`src/rtl/pipe_pkg.sv`:
```
// Shared types and defaults for the generic ready/valid pipeline register.
// The optional skid buffer is enabled by defining PIPE_SKID_EN.
package pipe_pkg;

  localparam int DATA_W_DEF = 64;
  localparam int CTRL_W_DEF = 4;
  localparam int CNT_W_DEF  = 16;

  // Control bundle bit positions: {is_zero, write_reg, mem_rd, mem_wr}
  localparam int CTRL_IS_ZERO   = 3;
  localparam int CTRL_WRITE_REG = 2;
  localparam int CTRL_MEM_RD    = 1;
  localparam int CTRL_MEM_WR    = 0;

  // All-zero control: a bubble that writes nothing and touches no memory
  localparam logic [CTRL_W_DEF-1:0] CTRL_NOP = '0;

  typedef enum logic [1:0] {
    ST_EMPTY = 2'd0,
    ST_FULL  = 2'd1,
    ST_SKID  = 2'd2
  } pipe_state_e;

endpackage

```
`src/rtl/pipe_stage_reg_if.sv`:
```
// Ready/valid bundle between two adjacent core stages, plus the stage flush.
// master = side driving the stage inputs, slave = the pipeline register itself.
interface pipe_stage_reg_if #(
  parameter int DATA_W = 64,
  parameter int CTRL_W = 4
) ();

  logic              in_valid;
  logic              in_ready;
  logic [DATA_W-1:0] in_data;
  logic [CTRL_W-1:0] in_ctrl;
  logic              flush;
  logic              out_valid;
  logic              out_ready;
  logic [DATA_W-1:0] out_data;
  logic [CTRL_W-1:0] out_ctrl;

  modport master (
    output in_valid, in_data, in_ctrl, flush, out_ready,
    input  in_ready, out_valid, out_data, out_ctrl
  );

  modport slave (
    input  in_valid, in_data, in_ctrl, flush, out_ready,
    output in_ready, out_valid, out_data, out_ctrl
  );

endinterface

```
`src/rtl/pipe_skid_buf.sv`:
```
// Single-entry parking register used when the main register is full and stalled.
// Only instantiated when PIPE_SKID_EN is defined.
module pipe_skid_buf #(
  parameter int W = 68
) (
  input  logic         clk,
  input  logic         rst,
  input  logic         flush,
  input  logic         push,
  input  logic         pop,
  input  logic [W-1:0] din,
  output logic [W-1:0] dout,
  output logic         valid
);

  logic         valid_q;
  logic [W-1:0] data_q;

  always_ff @(posedge clk or posedge rst) begin
    if (rst) begin
      valid_q <= 1'b0;
    end else if (flush) begin
      valid_q <= 1'b0;
    end else if (push) begin
      valid_q <= 1'b1;
    end else if (pop) begin
      valid_q <= 1'b0;
    end
  end

  always_ff @(posedge clk or posedge rst) begin
    if (rst) begin
      data_q <= '0;
    end else if (push && !flush) begin
      data_q <= din;
    end
  end

  assign dout  = data_q;
  assign valid = valid_q;

endmodule

```
`src/rtl/pipe_stage_reg.sv`:
```
// Generic ready/valid pipeline register with flush and saturating stall counter.
// Define PIPE_SKID_EN for a 2-entry skid version with registered in_ready.
//
//   state    | meaning
//   ---------+-----------------------------------------------------------
//   ST_EMPTY | no item held, out_valid=0
//   ST_FULL  | one item in main register, presented downstream
//   ST_SKID  | main register full and a second item parked (skid only)
module pipe_stage_reg
  import pipe_pkg::*;
#(
  parameter int DATA_W = DATA_W_DEF,
  parameter int CTRL_W = CTRL_W_DEF,
  parameter int CNT_W  = CNT_W_DEF
) (
  input  logic             clk,
  input  logic             rst,
  pipe_stage_reg_if.slave  bus,
  output logic [CNT_W-1:0] stall_cnt
);

  pipe_state_e       state;
  pipe_state_e       state_nxt;
  logic [DATA_W-1:0] main_data;
  logic [CTRL_W-1:0] main_ctrl;
  logic              out_valid_int;
  logic              in_ready_int;
  logic              in_xfer;
  logic              out_xfer;
  logic              load_in;

`ifdef PIPE_SKID_EN
  logic                     skid_valid;
  logic                     skid_push;
  logic                     skid_pop;
  logic [DATA_W+CTRL_W-1:0] skid_dout;

  pipe_skid_buf #(
    .W(DATA_W + CTRL_W)
  ) u_skid (
    .clk  (clk),
    .rst  (rst),
    .flush(bus.flush),
    .push (skid_push),
    .pop  (skid_pop),
    .din  ({bus.in_data, bus.in_ctrl}),
    .dout (skid_dout),
    .valid(skid_valid)
  );
`endif

  always_ff @(posedge clk or posedge rst) begin
    if (rst) begin
      state <= ST_EMPTY;
    end else begin
      state <= state_nxt;
    end
  end

  always_comb begin
    state_nxt = state;
    if (bus.flush) begin
      state_nxt = ST_EMPTY;
    end else begin
      case (state)
        ST_EMPTY: begin
          if (in_xfer) state_nxt = ST_FULL;
        end
        ST_FULL: begin
`ifdef PIPE_SKID_EN
          if (in_xfer && !bus.out_ready) state_nxt = ST_SKID;
          else if (out_xfer && !in_xfer) state_nxt = ST_EMPTY;
`else
          if (out_xfer && !in_xfer) state_nxt = ST_EMPTY;
`endif
        end
        ST_SKID: begin
          if (out_xfer) state_nxt = ST_FULL;
        end
        default: state_nxt = ST_EMPTY;
      endcase
    end
  end

  always_comb begin
    out_valid_int = (state != ST_EMPTY);
`ifdef PIPE_SKID_EN
    // Registered ready: depends only on the skid flop, never on out_ready
    in_ready_int  = !skid_valid;
`else
    in_ready_int  = !out_valid_int || bus.out_ready;
`endif
    in_xfer  = bus.in_valid && in_ready_int;
    out_xfer = out_valid_int && bus.out_ready;
    // New item goes straight to the main register unless it must be parked
    load_in  = in_xfer && !bus.flush && ((state == ST_EMPTY) || bus.out_ready);
`ifdef PIPE_SKID_EN
    skid_push = (state == ST_FULL) && in_xfer && !bus.out_ready && !bus.flush;
    skid_pop  = (state == ST_SKID) && out_xfer && !bus.flush;
`endif
  end

  always_ff @(posedge clk or posedge rst) begin
    if (rst) begin
      main_data <= '0;
      main_ctrl <= '0;
    end else if (bus.flush) begin
      main_ctrl <= '0;
`ifdef PIPE_SKID_EN
    end else if (skid_pop) begin
      {main_data, main_ctrl} <= skid_dout;
`endif
    end else if (load_in) begin
      main_data <= bus.in_data;
      main_ctrl <= bus.in_ctrl;
    end
  end

  always_ff @(posedge clk or posedge rst) begin
    if (rst) begin
      stall_cnt <= '0;
    end else if (out_valid_int && !bus.out_ready && !bus.flush && (stall_cnt != '1)) begin
      stall_cnt <= stall_cnt + CNT_W'(1);
    end
  end

  assign bus.in_ready  = in_ready_int;
  assign bus.out_valid = out_valid_int;
  assign bus.out_data  = main_data;
  // Gate control so a bubble can never assert write_reg or a memory access
  assign bus.out_ctrl  = out_valid_int ? main_ctrl : CTRL_W'(CTRL_NOP);

endmodule

```
`src/flat_wrapper.sv`:
```
// flat-port wrapper written by rule: the top's interface ports become plain ports
module pipe_stage_reg_flat import pipe_pkg::*;
#(
  parameter int DATA_W = DATA_W_DEF,
  parameter int CTRL_W = CTRL_W_DEF,
  parameter int CNT_W  = CNT_W_DEF
)
  (clk, rst, stall_cnt, bus_in_valid, bus_in_data, bus_in_ctrl, bus_flush, bus_out_ready, bus_in_ready, bus_out_valid, bus_out_data, bus_out_ctrl);
  pipe_stage_reg_if #(.DATA_W(DATA_W), .CTRL_W(CTRL_W)) bus_i ();
  input  logic clk;
  input  logic rst;
  output logic [CNT_W-1:0] stall_cnt;
  input wire logic [$bits(bus_i.in_valid)-1:0] bus_in_valid;
  input wire logic [$bits(bus_i.in_data)-1:0] bus_in_data;
  input wire logic [$bits(bus_i.in_ctrl)-1:0] bus_in_ctrl;
  input wire logic [$bits(bus_i.flush)-1:0] bus_flush;
  input wire logic [$bits(bus_i.out_ready)-1:0] bus_out_ready;
  output wire logic [$bits(bus_i.in_ready)-1:0] bus_in_ready;
  output wire logic [$bits(bus_i.out_valid)-1:0] bus_out_valid;
  output wire logic [$bits(bus_i.out_data)-1:0] bus_out_data;
  output wire logic [$bits(bus_i.out_ctrl)-1:0] bus_out_ctrl;
  assign bus_i.in_valid = bus_in_valid;
  assign bus_i.in_data = bus_in_data;
  assign bus_i.in_ctrl = bus_in_ctrl;
  assign bus_i.flush = bus_flush;
  assign bus_i.out_ready = bus_out_ready;
  assign bus_in_ready = bus_i.in_ready;
  assign bus_out_valid = bus_i.out_valid;
  assign bus_out_data = bus_i.out_data;
  assign bus_out_ctrl = bus_i.out_ctrl;
  pipe_stage_reg #(.DATA_W(DATA_W), .CTRL_W(CTRL_W), .CNT_W(CNT_W)) u_core (.clk(clk), .rst(rst), .bus(bus_i), .stall_cnt(stall_cnt));
endmodule
```
`config.mk`:
```
export PLATFORM = sky130hd
export DESIGN_NAME = pipe_stage_reg_flat
export DESIGN_NICKNAME = d
export VERILOG_FILES = /design/src/rtl/pipe_pkg.sv /design/src/rtl/pipe_stage_reg_if.sv /design/src/rtl/pipe_skid_buf.sv /design/src/rtl/pipe_stage_reg.sv /design/src/flat_wrapper.sv
export SDC_FILE = /design/constraint.sdc
export NUM_CORES = 1
export LEC_CHECK = 0
export CORE_UTILIZATION = 40
export DETAILED_ROUTE_END_ITERATION = 12
export GPL_TIMING_DRIVEN = 0
export PLACE_DENSITY = 0.88
export SYNTH_ARGS = -nofsm -noshare
export SYNTH_HDL_FRONTEND = slang
export SYNTH_SLANG_ARGS = --single-unit
```
`constraint.sdc`:
```
create_clock -name clk -period 3.1 [get_ports clk]
set_input_delay 0.31 -clock clk [delete_from_list [all_inputs] [get_ports clk]]
set_output_delay 0.31 -clock clk [all_outputs]
set_load 0.03 [all_outputs]
```
# After elaboration in Yosys (flattened, before gate mapping)

Index checks and enable logic that the tools add are counted.

Register bits after elaboration: 86
Output and inout bits: 86
Logic and storage cells: 39

Add/subtract/negate cells: 1
Equal/unequal tests: 6
Mux-type cells: 8
Bitwise operators: 1
Reductions and logical operators: 19

Operators with widths:

| cell                  | count |
|---|---|
| $add 16x1->16 const B | 1 |
| $ne 16x16->1 const B  | 1 |
| $mux 4                | 3 |
| $ne 3x2->1 const B    | 3 |
| $logic_and 1x1->1     | 8 |
| $mux 2                | 4 |
| $pmux 2 s3            | 1 |
| $logic_not 1->1       | 4 |
| $reduce_bool 2->1     | 2 |
| $reduce_and 3->1      | 1 |
| $eq 2x1->1 const B    | 1 |
| $eq 2x2->1 const B    | 1 |
| $logic_not 2->1       | 1 |
| $logic_or 1x1->1      | 2 |
| $reduce_and 2->1      | 1 |
| $not 1->1             | 1 |

# Depth between registers and ports, before layout

Gate-level depths: netlist of run 1.

Word-level depth: 9
Mapped depth: 6
Mapped depth without buffers: 5

# Worst setup path before layout of run 1

OpenSTA, ideal clock, no wires.

Path kind: register -> register
Start: register u_core.state[0]
End: register u_core.main_data[0] (netlist: u_core.bus.out_data[0])
Arrival time: 1767 ps
Required time: 2975 ps
Slack: 1208 ps
Cell stages (with the launch flop): 7
Path through: dfrtp_1 > nand2b_1 > buf_2 > nor3b_1 > buf_2 > buf_4 > mux2_2

Longest elaborated chain between the ends: 7

RTL lines:

| what                              | RTL line              | text |
|---|---|---|
| from (decl)                       | pipe_stage_reg.sv:22  | `pipe_state_e state;` |
| from (signal assigned)            | pipe_stage_reg.sv:56  | `state <= state_nxt;` |
| $reduce_bool 2->1                 | pipe_stage_reg.sv:86  | `out_valid_int = (state != ST_EMPTY);` |
| $logic_not 1->1                   | pipe_stage_reg.sv:91  | `in_ready_int = !out_valid_int \|\| bus.out_ready;` |
| $logic_or 1x1->1                  | pipe_stage_reg.sv:91  |  |
| net bus_in_ready                  | flat_wrapper.sv:18    | `output wire logic [$bits(bus_i.in_ready)-1:0] bus_in_ready;` |
| $logic_and 1x1->1                 | pipe_stage_reg.sv:93  | `in_xfer = bus.in_valid && in_ready_int;` |
| $logic_and 1x1->1 (2 in series)   | pipe_stage_reg.sv:96  | `load_in = in_xfer && !bus.flush && ((state == ST_EMPTY) \|\| bus.out_ready);` |
| $reduce_and 2->1 (no source line) | -                     |  |
| to (signal assigned)              | pipe_stage_reg.sv:114 | `main_data <= bus.in_data;` |
| to (decl)                         | pipe_stage_reg.sv:24  | `logic [DATA_W-1:0] main_data;` |

The timed path passes the listed nets, and every way through them passes these cells.
A chain may end at the register's enable or synchronous reset.

# Final worst setup path of run 1

Start: input port bus_out_ready
End: output port bus_in_ready

Longest elaborated chain between the ends: 1

RTL lines:

| what             | RTL line             | text |
|---|---|---|
| from (decl)      | flat_wrapper.sv:17   | `input wire logic [$bits(bus_i.out_ready)-1:0] bus_out_ready;` |
| $logic_or 1x1->1 | pipe_stage_reg.sv:91 |  |
| to (decl)        | flat_wrapper.sv:18   |  |

Every way passes these cells.

==> results.json, run 1 <==
{
  "powerDensity_nw_per_um2": 625,
  "numCtsBuffers": 9,
  "rsz0062_at_grt": "false",
  "fin_crit_sh_pct": 67.3,
  "track_usage_pct": 17.7,
  "utilization_pct": 65.5,
  "syn-instance-count": 234,
  "routedWlPerCell_um": 15.0,
  "grt_pass1_vias": 2509,
  "cts_hold_buf": 0,
  "drive_gt1_share_pct": 23.0,
  "worst_slew_pin_slew_ns": 0.575,
  "cts_root_buf": "clkbuf_8",
  "antenna_cells": 0,
  "initial_core_util_pct": 41.3,
  "yosysTopAreaCell": "dfrtp_1",
  "drv_slew": 0,
  "dieHeight_um": 94.1,
  "grt_pass1_wl_um": 12000,
  "cts_num_sinks": 85,
  "fin_total_pwr_mw": 3.36,
  "path_max_fanout": 8,
  "ff2ff_setup_slack_ns": 1.19,
  "post-route-cell-area_um2": 5380,
  "whs_ns": 0.347,
  "placed_cells": 498,
  "grt_overflow": 0,
  "avgViaCountPerCell": 4.90,
  "worstPathRequired_ns": 2.79,
  "die_w_um": 94.1,
  "finalHoldViolCount": 0,
  "vias": 2516,
  "synthTopCellsByArea": "dfrtp_1, mux2_2, xnor2_1, xor2_1, nand4_1",
  "p_leak_nw": 2.23,
  "skew_ns": 0.00651,
  "cts_setup_buffers": 0,
  "holdCritPathClass": "in2async",
  "drt_pass1_iterations": 4,
  "synth.distinct_cells": 26,
  "syn2layout_area_growth_pct": 58.6,
  "yosysMostFrequentCell": "dfrtp_1",
  "setup_tns_ns": 0,
  "synth-edff-count": 0,
  "die_area_um2": 8860,
  "layout.nets": 478,
  "max_freq_mhz": 479,
  "status": "complete, no violations",
  "drv_cap": 0,
  "critPathArrivalTime_ns": 1.78,
  "async_flop_share_pct": 100,
  "core_area_um2": 8220,
  "hpwl_um": 5820,
  "fin_ws_ns": 1.01,
  "synth_area_um2": 3390,
  "wirelength_um": 7670,
  "htree_levels": 3,
  "yosys_warnings": 0,
  "cts_tree": "yes",
  "place.gp.congestion": 0.783,
  "postRouteAntennaNets": 0,
  "clock_path_buffers": 2,
  "pre_cts_slack_ns": 0.801,
  "insertion_delay_ns": 0.33,
  "syn_area_per_cell_um2": 14.5,
  "ys.flop_type": "dfrtp_1",
  "io_buffers": 158,
  "peakVddDrop_uv": 392,
  "critical_path_class": "in2out",
  "synth_nets": 308,
  "post-route-min-period_ns": 2.09,
  "grt_max_degree": 48,
  "cp-start-kind": "primary input",
  "yosys_register_bits": 85,
  "post_cts_resized": 0,
  "synth_common_cells": "dfrtp_1, mux2_2, nand2_1",
  "io-pin-count": 159,
  "placed_cell_area_um2": 5140,
  "drc": 0,
  "end_kind": "output pin",
  "slew_headroom_pct": 61.2,
  "antenna_found_initial": 0,
  "finalSetupViolCount": 0,
  "drt-initial-drc-count": 40,
  "finalNonFillerCells": 513,
  "path_clk_slew_ns": 0.08,
  "rows": 33,
  "yosysTopAreaCellShare_pct": 62.7,
  "ys_seq_area_share_pct": 62.7
}
-- power breakdown --
part | total (mW) | internal (mW) | switching (mW)
combinational | 1.04 | 0.508 | 0.535
clock | 0.936 | 0.557 | 0.378
sequential | 1.39 | 1.28 | 0.109
total | 3.36 | 2.34 | 1.02
-- kinds of logic (layout without fill, tap and decap cells) --
group	after synthesis	in the layout	synth area share, %
AO/OA/AOI/OAI	7	7	1.55
XOR/XNOR	15	15	3.87
adder cells (fa/ha/maj)	1	1	0.369
buffers and inverters	11	185	1.95
flip-flops	85	85	62.7
multiplexers	64	64	21.2
AND/OR/NAND/NOR	51	51	8.37
-- metal layers --
layer | global-route usage (%) | share of wire [%] | vias up
met3 | 5.50 | 8.9 | 10
met5 | 0 | 0 | -
met1 | 20.0 | 39 | 1232
met2 | 31.4 | 50 | 109
li1 | - | - | 1165
met4 | 6.41 | 1.4 | 0
-- worst max-delay path: stages --
cell	delay [ns]
clkdlybuf4s50_1	0.49
nand2b_1	0.10
buf_2	0.18
clkdlybuf4s50_1	0.69
-- layout by cell type (no fill, tap or decap), types with 3 or more instances in the layout --
master	count
clkbuf_8	10
a21oi_1	5
nand4_1	8
buf_4	6
nand3_1	7
nor2_1	4
xnor2_1	8
bufinv_16	3
dfrtp_1	85
nor3_1	3
mux2_2	64
xor2_1	7
and2_1	4
nand2_1	13
clkdlybuf4s50_1	158
nor4_1	4
-- area by class of cell --
cell class / count / area, um^2
Timing Repair Buffer: 159 / 1610
Multi-Input combinational cell: 138 / 1200
Buffer: 8 / 55.1
Clock buffer: 10 / 138
Tap cell: 105 / 131
Fill cell: 609 / 2830
Clock inverter: 5 / 108
Sequential cell: 85 / 2130
Inverter: 3 / 13.8
-- sequential cells by signal, summed over array words and instances (netlist names) --
register,cells
u_core.state,1
u_core.stall_cnt,16
u_core.bus.out_data,64
u_core.main_ctrl,4
-- path summary, 6_finish.rpt --
kind	endpoint	start	depth (start not counted)
worst max-delay path	bus_in_ready	bus_out_ready	4
worst min-delay path	u_core.bus.out_data[42]	rst	2
worst max register to register	u_core.bus.out_data[45]	u_core.state[0]	6
worst min register to register	u_core.bus.out_data[6]	u_core.bus.out_data[6]	1
max in group asynchronous	u_core.bus.out_data[7]	rst	3
min in group clk	u_core.bus.out_data[6]	u_core.bus.out_data[6]	1
Note: power is estimated with default switching activity, not from simulation.
==> run 2: changes to the inputs <==
--- a/config.mk
+++ b/config.mk
@@ -5,10 +5,10 @@
 export SDC_FILE = /design/constraint.sdc
 export NUM_CORES = 1
 export LEC_CHECK = 0
-export CORE_UTILIZATION = 40
+export CORE_UTILIZATION = 37
 export DETAILED_ROUTE_END_ITERATION = 12
 export GPL_TIMING_DRIVEN = 0
-export PLACE_DENSITY = 0.88
+export PLACE_DENSITY = 0.86
 export SYNTH_ARGS = -nofsm -noshare
 export SYNTH_HDL_FRONTEND = slang
 export SYNTH_SLANG_ARGS = --single-unit
==> constraint.sdc (replaced) <==
create_clock -name clk -period 1.8 [get_ports clk]
set_input_delay 0.18 -clock clk [delete_from_list [all_inputs] [get_ports clk]]
set_output_delay 0.18 -clock clk [all_outputs]
set_load 0.03 [all_outputs]
==> run 2 against run 1 <==
The run now ends with design-rule violations left. Design area grew 0.95%. First-iteration DRC count grew 140%. Clock power grew 25%. Worst setup slack lost 0.93 ns. Sequential share of layout area shrank 0.30 points. Wire length grew 5.9%. Critical path depth grew 2. Register-to-register slack lost 1.1 ns. Sequential power grew 72%. Die area grew 7.9%. Power grew 60%. Global-route usage is essentially flat. Critical endpoint is now u_core.bus.out_data[39]. Largest power group unchanged.
==> results.json, run 2 (synthesis results as in run 1) <==
{
  "status": "complete, but fails checks",
  "violations": "design-rule violations",
  "numCtsBuffers": 9,
  "grt_pass1_wl_um": 13300,
  "crit_path_start": "u_core.state[0]",
  "nFillCells": 701,
  "avgViaCountPerCell": 4.90,
  "critical_path_depth": 6,
  "routedWlPerCell_um": 15.6,
  "finalHoldViolCount": 0,
  "slowest_stage": "dfrtp_2",
  "grt_overflow": 0,
  "grt_max_degree": 42,
  "cp-start-kind": "flop",
  "cts_num_sinks": 85,
  "p_leak_nw": 2.25,
  "worst_slew_pin_slew_ns": 0.404,
  "cts_hold_buf": 0,
  "placed_cell_area_um2": 5170,
  "post-route-cell-area_um2": 5430,
  "drv_slew": 0,
  "layout_common_cells": "clkdlybuf4s50_1, dfrtp_1, mux2_2, nand2_1, clkbuf_8",
  "skew_ns": 0.0120,
  "layout.nets": 484,
  "placed_cells": 502,
  "cpPeakStageDelay_ns": 0.45,
  "vias": 2559,
  "io-pin-count": 159,
  "setup.worst_path.end": "u_core.bus.out_data[39]",
  "drive_gt1_share_pct": 25.1,
  "io_buffers": 158,
  "peakVddDrop_uv": 613,
  "initial_core_util_pct": 38.5,
  "cts_root_buf": "clkbuf_8",
  "drc": 30,
  "cts_tree": "yes",
  "dieHeight_um": 97.8,
  "antenna_found_initial": 0,
  "worstPathRequired_ns": 2.01,
  "postRouteAntennaNets": 0,
  "ff2ff_setup_slack_ns": 0.08,
  "antenna_cells": 0,
  "drv_cap": 0,
  "largest_register_ffs": 64,
  "path_max_fanout": 10,
  "core_area_um2": 8810,
  "critPathArrivalTime_ns": 1.93,
  "die_w_um": 97.8,
  "critical-path-top-delay-family": "buffers and inverters",
  "die_area_um2": 9560,
  "critical_path_class": "reg2reg",
  "path_clk_slew_ns": 0.09,
  "worstReg2RegEnd": "u_core.bus.out_data[39]",
  "clock_path_buffers": 2,
  "path_cells": "nand2b_1 -> buf_4 -> nor3b_4 -> buf_6 -> buf_6 -> mux2_2",
  "end_kind": "flop",
  "powerDensity_nw_per_um2": 992,
  "max_freq_mhz": 581,
  "finalNonFillerCells": 522,
  "slew_headroom_pct": 73.0,
  "rows": 34,
  "post-route-min-period_ns": 1.72,
  "drt_pass1_iterations": 8,
  "rr_worst_depth": 6,
  "wirelength_um": 8130,
  "utilization_pct": 61.7,
  "holdCritPathClass": "in2async",
  "syn2layout_area_growth_pct": 60.1,
  "track_usage_pct": 17.7,
  "grt_pass1_vias": 2656,
  "place.gp.congestion": 0.807,
  "fin_crit_sh_pct": 95.6,
  "cpMostUsedCell": "buf_6",
  "mostFrequentLayoutCell": "clkdlybuf4s50_1",
  "path_buf_inv": 3,
  "rsz0062_at_grt": "true",
  "htree_levels": 3,
  "insertion_delay_ns": 0.34,
  "drt-initial-drc-count": 97,
  "finalSetupViolCount": 0,
  "hpwl_um": 6110,
  "worstReg2RegStart": "u_core.state[0]"
}
==> run 2: how the worst min path moves through the flow <==
stage                                     from                 endpoint  slack (ns)  cells after the start
after floorplan                      bus_flush          u_core.state[0]        0.24                      1
after global placement    u_core.stall_cnt[15]     u_core.stall_cnt[15]        0.48                      1
after detailed placement                   rst  u_core.bus.out_data[27]        0.49                      2
after CTS                                  rst  u_core.bus.out_data[27]        0.10                      2
after global routing                       rst  u_core.bus.out_data[27]        0.12                      2
final                                      rst  u_core.bus.out_data[27]        0.12                      2
==> run 2: what timing repair did <==
item                       in CTS  in global routing
buffers inserted                2                  3
pin swaps                       0                  4
resized for setup               4                 12
setup endpoints to repair      63                 75
==> run 2: through the flow <==
step / hold slack [ns] / power, mW / setup TNS (ns) / worst slack (ns)
global route: 0.124 / 5.64 / -0.0194 / -0.0194
floorplan: 0.239 / 3.37 / -0.000537 / -0.000537
global placement: 0.479 / 4.19 / -42.36 / -0.381
detailed placement: 0.489 / 4.25 / -27.32 / -0.462
CTS: 0.104 / 5.45 / -0.613 / -0.0340
finish: 0.120 / 5.39 / 0 / 0.0785
==> run 2: power by group <==
part	internal [mW]	switching (mW)
Sequential	2.20	0.186
Combinational	0.894	0.938
Clock	0.528	0.641
==> run 2: area by class of cell <==
class | instances | area (um^2) | area share (%)
Clock buffer | 11 | 141 | 2.60
Timing Repair Buffer | 165 | 1660 | 30.6
Clock inverter | 4 | 25.0 | 0.461
Multi-Input combinational cell | 138 | 1240 | 22.7
Buffer | 8 | 90.1 | 1.66
Sequential cell | 85 | 2130 | 39.2
Inverter | 3 | 15.0 | 0.276
Tap cell | 108 | 135 | 2.49
==> run 2: per-layer routing <==
layer,track usage [%],up-vias,wire (um)
met2,29.6,107,4020
met3,4.08,11,592
met1,22.6,1261,3400
met4,6.53,0,110
met5,0,-,0
li1,-,1180,-
